==> src/rtl/switch_scheduler.sv <==
// 4x4 input-queued packet switch: one FIFO per input port, one round-robin
// arbiter per output port, registered outputs and saturating drop counters.
module switch_scheduler #(
    parameter int FIFO_DEPTH = 4
) (
    input  logic        clk,
    input  logic        rst_n,
    input  logic [3:0]  valid_in,
    input  logic [15:0] source_in,
    input  logic [15:0] target_in,
    input  logic [31:0] data_in,
    output logic [3:0]  ready_in,
    output logic [3:0]  valid_out,
    output logic [15:0] source_out,
    output logic [15:0] target_out,
    output logic [31:0] data_out,
    output logic [31:0] drop_cnt
);

    localparam int PW = (FIFO_DEPTH > 1) ? $clog2(FIFO_DEPTH) : 1;
    localparam int CW = $clog2(FIFO_DEPTH + 1);
    localparam logic [CW-1:0] FULL = CW'(FIFO_DEPTH);

    typedef struct packed {
        logic [3:0] source;
        logic [3:0] target;
        logic [7:0] data;
    } pkt_t;

    pkt_t          mem [4][FIFO_DEPTH];
    logic [PW-1:0] wr_ptr [4];
    logic [PW-1:0] rd_ptr [4];
    logic [CW-1:0] count  [4];
    logic [1:0]    rr_ptr [4];

    pkt_t       in_pkt [4];
    pkt_t       head   [4];
    logic [3:0] target_ok;
    logic [3:0] push;
    logic [3:0] drop;
    logic [3:0] pop;
    logic [3:0] nonempty;
    logic [3:0] req    [4];
    logic [3:0] grant_vec;
    logic [1:0] winner [4];

    function automatic logic [1:0] rr_idx(input logic [1:0] p, input int k);
        rr_idx = p + k[1:0];
    endfunction

    // Input side: acceptance depends only on registered occupancy, so a full
    // queue rejects a push even when it is popped at the same edge.
    always_comb begin
        for (int i = 0; i < 4; i++) begin
            in_pkt[i].source = source_in[4*i +: 4];
            in_pkt[i].target = target_in[4*i +: 4];
            in_pkt[i].data   = data_in[8*i +: 8];
            target_ok[i] = (in_pkt[i].target != 4'b0000) &&
                           ((in_pkt[i].target & (in_pkt[i].target - 4'd1)) == 4'b0000);
            ready_in[i]  = (count[i] != FULL);
            push[i]      = valid_in[i] && ready_in[i] && target_ok[i];
            drop[i]      = valid_in[i] && !(ready_in[i] && target_ok[i]);
            nonempty[i]  = (count[i] != '0);
            head[i]      = mem[i][rd_ptr[i]];
        end
    end

    // Request matrix indexed [output][input]; a queue being written while
    // empty is not yet nonempty, so it cannot be granted this cycle.
    always_comb begin
        for (int j = 0; j < 4; j++) begin
            for (int i = 0; i < 4; i++) begin
                req[j][i] = nonempty[i] && head[i].target[j];
            end
        end
    end

    always_comb begin
        for (int j = 0; j < 4; j++) begin
            grant_vec[j] = 1'b0;
            winner[j]    = 2'd0;
            for (int k = 0; k < 4; k++) begin
                if (!grant_vec[j] && req[j][rr_idx(rr_ptr[j], k)]) begin
                    grant_vec[j] = 1'b1;
                    winner[j]    = rr_idx(rr_ptr[j], k);
                end
            end
        end
    end

    // A head targets exactly one output, so at most one term is set per queue.
    always_comb begin
        for (int i = 0; i < 4; i++) begin
            pop[i] = 1'b0;
            for (int j = 0; j < 4; j++) begin
                if (grant_vec[j] && (winner[j] == 2'(i))) begin
                    pop[i] = 1'b1;
                end
            end
        end
    end

    always_ff @(posedge clk) begin
        for (int i = 0; i < 4; i++) begin
            if (push[i]) begin
                mem[i][wr_ptr[i]] <= in_pkt[i];
            end
        end
    end

    always_ff @(posedge clk or negedge rst_n) begin
        if (!rst_n) begin
            for (int i = 0; i < 4; i++) begin
                wr_ptr[i] <= '0;
                rd_ptr[i] <= '0;
                count[i]  <= '0;
            end
            drop_cnt <= '0;
        end else begin
            for (int i = 0; i < 4; i++) begin
                if (push[i]) begin
                    wr_ptr[i] <= wr_ptr[i] + PW'(1);
                end
                if (pop[i]) begin
                    rd_ptr[i] <= rd_ptr[i] + PW'(1);
                end
                if (push[i] && !pop[i]) begin
                    count[i] <= count[i] + CW'(1);
                end else if (!push[i] && pop[i]) begin
                    count[i] <= count[i] - CW'(1);
                end
                if (drop[i] && (drop_cnt[8*i +: 8] != 8'hFF)) begin
                    drop_cnt[8*i +: 8] <= drop_cnt[8*i +: 8] + 8'd1;
                end
            end
        end
    end

    // Output registers: data lanes keep their last value when no grant.
    always_ff @(posedge clk or negedge rst_n) begin
        if (!rst_n) begin
            for (int j = 0; j < 4; j++) begin
                rr_ptr[j] <= 2'd0;
            end
            valid_out  <= '0;
            source_out <= '0;
            target_out <= '0;
            data_out   <= '0;
        end else begin
            for (int j = 0; j < 4; j++) begin
                valid_out[j] <= grant_vec[j];
                if (grant_vec[j]) begin
                    rr_ptr[j]            <= winner[j] + 2'd1;
                    source_out[4*j +: 4] <= head[winner[j]].source;
                    target_out[4*j +: 4] <= head[winner[j]].target;
                    data_out[8*j +: 8]   <= head[winner[j]].data;
                end
            end
        end
    end

endmodule

==> config.mk <==
export PLATFORM = sky130hd
export DESIGN_NAME = switch_scheduler
export DESIGN_NICKNAME = d
export VERILOG_FILES = /design/src/rtl/switch_scheduler.sv
export SDC_FILE = /design/constraint.sdc
export NUM_CORES = 1
export LEC_CHECK = 0
export ABC_AREA = 1
export CORE_ASPECT_RATIO = 0.9
export CORE_MARGIN = 4
export CORE_UTILIZATION = 60
export CTS_BUF_LIST = sky130_fd_sc_hd__clkbuf_16
export DETAILED_ROUTE_END_ITERATION = 8
export HOLD_SLACK_MARGIN = 0.02
export PLACE_DENSITY = 0.8
export SLEW_MARGIN = 20
export SYNTH_ARGS = -nofsm -noshare
export SYNTH_HDL_FRONTEND = slang
export SYNTH_SLANG_ARGS = --single-unit
==> constraint.sdc <==
create_clock -name clk -period 9.8 [get_ports clk]
set_clock_uncertainty 0.2 [all_clocks]
set_input_delay 1.96 -clock clk [delete_from_list [all_inputs] [get_ports clk]]
set_output_delay 1.96 -clock clk [all_outputs]
set_load 0.02 [all_outputs]
==> results of run 1 <==
==> routing by layer <==
layer / up-vias / global-route usage, % / wire length, um
li1: 7208 / - / -
met1: 7434 / 41.5 / 21800
met2: 724 / 46.8 / 24700
met3: 145 / 4.15 / 3890
met4: 0 / 10.6 / 1970
met5: - / 0 / 0
==> logic make-up (layout without fill, tap and decap cells) <==
family | after synthesis | count (layout) | share of synthesized area, %
flops | 392 | 392 | 57.0
simple gates | 1148 | 1148 | 26.5
fa+ha+maj | 36 | 36 | 2.47
buf+inv | 252 | 429 | 6.26
compound gates | 169 | 169 | 5.48
xor+xnor | 48 | 48 | 2.16
mux | 3 | 3 | 0.174
==> cells in the mapped netlist (3+ instances only) <==
master     instances  share of area [%]
nand4_2            3               0.19
nand2_4            5               0.29
nor3_1             5               0.13
o2111ai_1          4               0.18
fa_1               4               0.41
edfxtp_1         256                 40
clkbuf_1          23               0.44
a32o_1             8               0.41
ha_1              32                2.1
nand3b_1           8               0.31
nand2_1          657                 13
xnor2_1           18               0.81
nand3_2           34                1.7
a21oi_2            3               0.14
a32oi_1           34                1.5
buf_2             40                1.0
inv_4              8               0.26
o22ai_1            6               0.19
dfrtp_1          136                 17
o21ai_0           28               0.72
inv_1            129                2.5
nand2_2           22               0.71
nand3_1          293                7.5
buf_4             12               0.46
or2_2              3              0.096
mux2_2             3               0.17
nand4_1           23               0.74
nor2_1            87                1.7
buf_6             21                1.2
a21oi_1           80                2.1
nor2_4             3               0.17
o211ai_1           3               0.12
inv_2             18               0.35
xor2_1            30                1.4
==> worst max-delay path by stage <==
| stage | depth (start not counted) | slack (ns) | from | endpoint |
|---|---|---|---|---|
| floorplan | 7 | 5.81 | target_in[8] | mem[2][0] |
| global placement | 25 | 4.54 | rd_ptr[2] | count[2] |
| detailed placement | 25 | 4.36 | rd_ptr[2] | count[5] |
| CTS | 25 | 4.35 | rd_ptr[2] | count[5] |
| global route | 25 | 3.84 | rd_ptr[2] | count[5] |
| finish | 25 | 4.15 | rd_ptr[2] | count[5] |
==> sequential cells by signal, summed over array words and instances (netlist names) <==
register / cells
mem: 256
data_out: 32
drop_cnt: 32
source_out: 16
target_out: 16
count: 12
rd_ptr: 8
rr_ptr: 8
wr_ptr: 8
valid_out: 4
==> worst max-delay path, delay by kind of cell, from the launching register on <==
| kind | cells | cell delay, ns |
|---|---|---|
| simple gates | 12 | 2.53 |
| buf+inv | 6 | 0.95 |
| fa+ha+maj | 3 | 0.95 |
| flops | 1 | 0.36 |
| compound gates | 3 | 0.34 |
| xor+xnor | 1 | 0.16 |
==> final cells by class <==
cell class | count | area, um2
inverter | 156 | 606
tap | 416 | 520
sequential | 392 | 11100
clock buffer | 41 | 1030
clock inverter | 35 | 403
fill | 2355 | 9250
timing repair buffer | 197 | 1910
multi-input combinational | 1404 | 7150
==> metrics by stage <==
step | utilization, % | hold WS (ns) | instances | worst slack (ns)
floorplan | - | 0.294 | 2048 | 5.81
global placement | 66.6 | 0.252 | 2565 | 4.54
detailed placement | 66.6 | 0.259 | 2565 | 4.36
CTS | 71.1 | 0.272 | 2641 | 4.35
global route | 71.1 | 0.290 | 2641 | 3.84
finish | 71.1 | 0.267 | 2641 | 4.15
==> qor.yml, run 1 <==
routing:
  vias: 15500
  drt_iter0_markers: 1709
  dr.pass1.iters: 6
  drt-vias-per-instance: 5.87
  ant_nets: 0
  post-route-drc-count: 0
  detail_route.wl_per_cell_um: 19.8
  wl_um: 52300
grt:
  grt_usage_pct: 29.3
  grt_pass1_wl_um: 81300
  grt_pass1_vias: 14800
  grt_max_degree: 71
  grt-ovfl-total: 0
  grt_antenna_before_repair: 0
yosys:
  synth_edf_count: 256
  ys_seq_area_share_pct: 57.0
  syn-num-nets: 2154
  netlist_area_mm2: 0.0195
  synth.avg_cell_area_um2: 9.50
  syn_inst: 2048
  ys.flop_type: "edfxtp_1"
  async_flop_share_pct: 34.7
  yosys_warnings: 0
  ys_ff_latch: 392
  ys_types: 42
sta:
  setup-violations-final: 0
  rsz0062_at_grt: "false"
  tightest_slew_ns: 1.13
  post-route-min-period_ns: 5.65
  maxSlewViolCount: 0
  max_freq_ghz: 0.177
  hold_viol_final: 0
  setup_tns_ns: 0
  min_period_over_period_pct: 57.6
  relSlewSlack_pct: 24.4
critical_path:
  worstPathRequired_ns: 10.02
  rr_worst_depth: 25
  cp_slowest_cell: "nand2_1"
  r2r-start: "rd_ptr[2]"
  startpoint_type: "flip-flop"
  rrSetupSlack_ns: 4.15
  path_max_fanout: 35
  r2r_end: "count[5]"
  critPathCaptureType: "flip-flop"
  critPathArrivalTime_ns: 5.87
  crit_type: "flip-flop to flip-flop"
  max_stage_delay_ns: 0.81
  cpMostUsedCell: "nand2_1"
clocking:
  htreeDepth: 2
  ctsHoldBuffers: 0
  numCtsBuffers: 41
  cts_sinks: 392
  root_buffer: "clkbuf_16"
  cts_tree: "built"
  cts_resized: 0
  clock_latency_ns: 0.56
  cts.clk_slew.worst_paths_ns: 0.06
  post_cts_buffers: 0
  cts.path.max_buffers: 3
place:
  dpl_cell_area_mm2: 0.0213
  gp_congestion: 0.974
  hpwl_um: 36600
  port_buffers: 173
floorplan:
  die_width_um: 198
  placementRows: 62
  core-area_mm2: 0.0320
  ios: 174
  dieArea_mm2: 0.0354
  die_h_um: 179
  start_util_pct: 60.9
final_layout:
  post-route-cell-area_mm2: 0.0227
  final_common_cell: "nand2_1"
  final_cell_mix: "657 x nand2_1, 293 x nand3_1, 256 x edfxtp_1"
  nets: 2298
  layout-drive-gt1-share_pct: 8.90
  num_antenna_cells: 0
  syn2layout_area_growth_pct: 16.7
hold_path:
  whs_path_depth: 1
  min_path_type: "flip-flop to flip-flop"
  hold_end: "target_out[10]"
  hp-start: "target_out[10]"
flow_run:
  cap_violations: 0
status:
  run_status: "completed"
Power of run 1 is left out: the tool's default activity adds up to more than one toggle a clock period on the data nets, which glitch-free logic cannot reach.
==> run 2, diff against run 1 <==
- CORE_UTILIZATION: 60 -> 53
- PLACE_DENSITY: 0.8 -> 0.74
- clock period: 9.8 -> 4.7 ns (I/O delays scaled with it)
==> run 2 against run 1 <==
Hold slack lost 0.0030 ns. Die area grew 13%. Routed wire length shrank 0.45%. Fmax grew 31%. First-iteration DRC count shrank 19%. Global-route usage shrank 3.4 points. Critical path type unchanged. Final cell count grew 3.0%. Register-to-register slack lost 3.8 ns. Design area grew 0.89%. Non-clock buffer count grew 20.
==> qor.yml, run 2 (synthesized netlist as in run 1, its figures left out) <==
status:
  run_status: "completed"  # unchanged
grt:
  grt_pass1_wl_um: 81600  # was 81300 um
  grt_antenna_before_repair: 0  # unchanged
  grt-ovfl-total: 0  # unchanged
  grt_max_degree: 94  # was 71
  grt_pass1_vias: 14800  # about the same
  gr-max-usage-layer: "met2"  # unchanged
  met2_usage_pct: 41.5  # was 46.8%
  grt_use_met1_pct: 35.9  # was 41.5%
  grt_usage_pct: 25.9  # was 29.3%
  grtUsageMet3_pct: 4.53  # was 4.15%
critical_path:
  critPathCaptureType: "flip-flop"  # unchanged
  cp_top_family: "simple AND/OR/NAND/NOR gates"  # unchanged
  critPathArrivalTime_ns: 4.52  # was 5.87 ns
  path_max_fanout: 28  # was 35
  startpoint_type: "flip-flop"  # unchanged
  max_stage_delay_ns: 0.49  # was 0.81 ns
  path_cells: "inv_4, nand3_1, nand2_1, inv_2, nand3_2, nand3_2, nand2_2, inv_2, nor2_4, nand4_2, nand2_4, inv_4, ha_1, nand2_1, nand2_1, inv_1, nand3_1, inv_1, ha_1, inv_1, fa_1, a21oi_1, o21ai_0, xor2_1"
  crit_buf_inv: 7  # was 6
  worstPathRequired_ns: 4.91  # was 10.02 ns
  cp_slowest_cell: "dfrtp_1"  # was nand2_1
  crit_type: "flip-flop to flip-flop"  # unchanged
sta:
  setup-violations-final: 0  # unchanged
  hold_viol_final: 0  # unchanged
  relSlewSlack_pct: 32.0  # was 24.4%
  maxSlewViolCount: 0  # unchanged
  max_freq_ghz: 0.232  # was 0.177 GHz
  setup_tns_ns: 0  # unchanged
  tightest_slew_ns: 1.02  # was 1.13 ns
  min_period_over_period_pct: 91.8  # was 57.6%
  rsz0062_at_grt: "false"  # unchanged
  post-route-min-period_ns: 4.31  # was 5.65 ns
routing:
  vias: 15300  # was 15500
  wl_um: 52100  # was 52300 um
  drt_iter0_markers: 1389  # was 1709
  drt-vias-per-instance: 5.62  # was 5.87
  dr.pass1.iters: 7  # was 6
  post-route-drc-count: 0  # unchanged
  ant_nets: 0  # unchanged
  detail_route.wl_per_cell_um: 19.2  # was 19.8 um
place:
  dpl_cell_area_mm2: 0.0215  # was 0.0213 mm2
  gp_congestion: 0.961  # was 0.974
  place_inst: 2645  # was 2565
  hpwl_um: 37100  # was 36600 um
  port_buffers: 173  # unchanged
clocking:
  root_buffer: "clkbuf_16"  # unchanged
  cts.clk_slew.worst_paths_ns: 0.06  # about the same
  ctsHoldBuffers: 0  # unchanged
  cts.path.max_buffers: 3  # unchanged
  htreeDepth: 2  # unchanged
  clock_latency_ns: 0.56  # about the same
  cts_tree: "built"  # unchanged
  numCtsBuffers: 41  # unchanged
  cts_sinks: 392  # unchanged
  cts_resized: 0  # unchanged
  post_cts_buffers: 0  # unchanged
floorplan:
  start_util_pct: 53.8  # was 60.9%
  ios: 174  # unchanged
  core-area_mm2: 0.0362  # was 0.0320 mm2
  die_width_um: 210  # was 198 um
  die_h_um: 190  # was 179 um
  placementRows: 66  # was 62
  dieArea_mm2: 0.0398  # was 0.0354 mm2
hold_path:
  min_path_type: "flip-flop to flip-flop"  # unchanged
flow_run:
  cap_violations: 0  # unchanged
final_layout:
  syn2layout_area_growth_pct: 17.7  # was 16.7%
  layout-drive-gt1-share_pct: 9.36  # was 8.90%
  utilization_pct: 63.3  # was 71.1%
  nets: 2318  # was 2298
  final_common_cell: "nand2_1"  # unchanged
  post-route-cell-area_mm2: 0.0229  # was 0.0227 mm2
  final_cell_mix: "657 x nand2_1, 293 x nand3_1, 256 x edfxtp_1"  # unchanged
  num_antenna_cells: 0  # unchanged
  largest_register_ff_count: 256  # unchanged
  finalNonFillerCells: 2720  # was 2641
## run 2: changes by cell type in the layout (fill, tap and decap cells not counted), sizes merged
cell	delta
buf	+20
bufinv	-1
clkbuf	+2
inv	-2
## run 2: metrics by stage
stage	setup slack, ns	hold WS (ns)
2_1_floorplan	1.18	0.294
3_3_place_gp	0.630	0.249
3_5_place_dp	0.520	0.256
4_1_cts	0.466	0.270
5_1_grt	0.113	0.292
6_report	0.387	0.264
## run 2: final timing paths
check | start | end | slack (ns) | depth (start not counted)
max in group asynchronous | rst_n | data_out[3] | 3.04 | 2
min in group asynchronous | rst_n | drop_cnt[11] | 0.30 | 1
min reg2reg | target_out[10] | target_out[10] | 0.26 | 1
min | target_out[10] | target_out[10] | 0.26 | 1
max reg2reg | rd_ptr[3] | count[2] | 0.39 | 24
max | rd_ptr[3] | count[2] | 0.39 | 24
## run 2: final cells by class
class / instances / area, um2
Clock buffer: 43 / 1080
Clock inverter: 32 / 332
Fill cell: 2943 / 13300
Inverter: 156 / 606
Multi-Input combinational cell: 1404 / 7150
Sequential cell: 392 / 11100
Tap cell: 476 / 596
Timing Repair Buffer: 217 / 2060
## run 2: worst reg2reg max path: cells and delay by family, from the launching register on
kind,cells,cell delay [ns]
AND/OR/NAND/NOR,11,1.38
buffers and inverters,7,0.89
AO/OA/AOI/OAI,2,0.27
XOR/XNOR,1,0.16
flip-flops,1,0.49
adder cells (fa/ha/maj),3,0.77
## run 2: routing by layer
metal | share of wire [%] | vias to the layer above
li1 | - | 7241
met3 | 7.5 | 130
met4 | 3.6 | 0
met2 | 47 | 651
met1 | 42 | 7276
met5 | 0 | -
Power of run 2 is left out for the same reason.
==> run 3, diff against run 2 <==
- CORE_UTILIZATION: 53 -> 40
- PLACE_DENSITY: 0.74 -> 0.58
==> run 3 against run 2 <==
Utilization decreased by 15 points. Largest cell class unchanged. Count of clock-buffer cells in the layout unchanged. Sequential share of layout area decreased by 0.18 points. Final cell count grew 5.4%. Worst setup slack better by 0.059 ns. First-iteration DRC count rose by 7.0%. Register-to-register slack better by 0.06 ns. Via count down 1.9%.
==> qor.yml, run 3 (synthesized netlist as in run 1, its figures left out) <==
sta:
  relSlewSlack_pct: 32.5  # was 32.0%
  max_freq_ghz: 0.235  # was 0.232 GHz
  setup_tns_ns: 0  # unchanged
  worst_slack_ns: 0.446  # was 0.387 ns
  rsz0062_at_grt: "false"  # unchanged
  post-route-min-period_ns: 4.25  # was 4.31 ns
  setup-violations-final: 0  # unchanged
  hold_viol_final: 0  # unchanged
  maxSlewViolCount: 0  # unchanged
  tightest_slew_ns: 1.01  # was 1.02 ns
  min_period_over_period_pct: 90.5  # was 91.8%
routing:
  drt-vias-per-instance: 5.23  # was 5.62
  post-route-drc-count: 0  # unchanged
  detail_route.wl_per_cell_um: 19.1  # was 19.2 um
  dr.pass1.iters: 5  # was 7
  wl_um: 54800  # was 52100 um
  vias: 15000  # was 15300
  drt_iter0_markers: 1486  # was 1389
  ant_nets: 0  # unchanged
critical_path:
  worstPathRequired_ns: 4.94  # was 4.91 ns
  startpoint_type: "flip-flop"  # unchanged
  critPathArrivalTime_ns: 4.49  # was 4.52 ns
  critPathCaptureType: "flip-flop"  # unchanged
  path_cells: "inv_4, nand2_1, nand3_1, nand3_1, nand2_1, nand2_1, nand2_1, nand2_2, a22oi_1, nand2_1, nor2_4, inv_2, nand2_1, nand3_1, inv_1, ha_1, inv_1, fa_1, a21oi_1, o21ai_0, xor2_1"  # was inv_4, nand3_1, nand2_1, inv_2, nand3_2, nand3_2, nand2_2, inv_2, nor2_4, nand4_2, nand2_4, inv_4, ha_1, nand2_1, nand2_1, inv_1, nand3_1, inv_1, ha_1, inv_1, fa_1, a21oi_1, o21ai_0, xor2_1
  crit_type: "flip-flop to flip-flop"  # unchanged
  max_stage_delay_ns: 0.42  # was 0.49 ns
  crit_buf_inv: 4  # was 7
  cpMostUsedCell: "nand2_1"
  path_max_fanout: 33  # was 28
  cp_slowest_cell: "dfrtp_1"  # unchanged
  cp_top_family: "simple AND/OR/NAND/NOR gates"  # unchanged
grt:
  grt_antenna_before_repair: 0  # unchanged
  grt_pass1_wl_um: 84200  # was 81600 um
  grt_max_degree: 79  # was 94
  grt_usage_pct: 20.8  # was 25.9%
  grt_pass1_vias: 14400  # was 14800
  grt-ovfl-total: 0  # unchanged
final_layout:
  final_cell_mix: "657 x nand2_1, 293 x nand3_1, 256 x edfxtp_1"  # unchanged
  num_antenna_cells: 0  # unchanged
  largest_register_ff_count: 256  # unchanged
  layout-drive-gt1-share_pct: 9.05  # was 9.36%
  final_common_cell: "nand2_1"  # unchanged
  finalNonFillerCells: 2868  # was 2720
  nets: 2315  # was 2318
  syn2layout_area_growth_pct: 18.2  # was 17.7%
  fillers: 4463  # was 2943
  utilization_pct: 47.9  # was 63.3%
clocking:
  cts.clk_slew.worst_paths_ns: 0.06  # about the same
  root_buffer: "clkbuf_16"  # unchanged
  cts_tree: "built"  # unchanged
  cts.path.max_buffers: 3  # unchanged
  numCtsBuffers: 43  # was 41
  cts_resized: 0  # unchanged
  htreeDepth: 2  # unchanged
  ctsHoldBuffers: 0  # unchanged
  clock_latency_ns: 0.59  # was 0.56 ns
  post_cts_buffers: 0  # unchanged
  cts_sinks: 392  # unchanged
floorplan:
  start_util_pct: 40.5  # was 53.8%
  ios: 174  # unchanged
  dieArea_mm2: 0.0522  # was 0.0398 mm2
  placementRows: 76  # was 66
  core-area_mm2: 0.0480  # was 0.0362 mm2
  die_h_um: 217  # was 190 um
  die_width_um: 240  # was 210 um
place:
  hpwl_um: 39100  # was 37100 um
  port_buffers: 173  # unchanged
  place_inst: 2788  # was 2645
  preCtsSetupSlack_ns: 0.426  # was 0.520 ns
  gp_congestion: 0.968  # was 0.961
status:
  run_status: "completed"  # unchanged
flow_run:
  cap_violations: 0  # unchanged
hold_path:
  min_path_type: "input pin to async pin"  # was flip-flop to flip-flop
## run 3: cell count changes in the layout (fill, tap and decap cells not counted), sizes merged
cell,change
buf,-5
clkinvlp,+2
clkinv,+8
bufinv,-5
## run 3: worst paths after layout
path | slack, ns | to | cells past startpoint | startpoint
max | 0.45 | count[5] | 21 | rd_ptr[6]
min | 0.20 | drop_cnt[7] | 1 | rst_n
max reg2reg | 0.45 | count[5] | 21 | rd_ptr[6]
min reg2reg | 0.27 | target_out[10] | 1 | target_out[10]
max in group asynchronous | 3.23 | drop_cnt[20] | 2 | rst_n
min in group clk | 0.27 | target_out[10] | 1 | target_out[10]
## run 3: cell type report
| type | count | area [um2] | share of cell area [%] |
|---|---|---|---|
| sequential | 392 | 11100 | 48.2 |
| clock inverter | 37 | 258 | 1.12 |
| timing repair buffer | 212 | 2040 | 8.86 |
| tap | 624 | 781 | 3.39 |
| inverter | 156 | 608 | 2.64 |
| clock buffer | 43 | 1080 | 4.68 |
| multi-input combinational | 1404 | 7150 | 31.1 |
## run 3: through the flow
stage	hold WS, ns	instance area (um2)
finish	0.195	23000
global route	0.247	23000
CTS	0.230	23000
detailed placement	0.256	21700
global placement	0.250	21700
floorplan	0.294	19500
## run 3: layer usage
| layer | wire [um] | vias up | global-route usage [%] |
|---|---|---|---|
| met5 | 0 | - | 0 |
| met3 | 2680 | 100 | 3.04 |
| li1 | - | 7253 | - |
| met2 | 25300 | 446 | 32.6 |
| met4 | 1730 | 0 | 7.41 |
| met1 | 25100 | 7208 | 29.6 |
Power of run 3 is left out for the same reason.
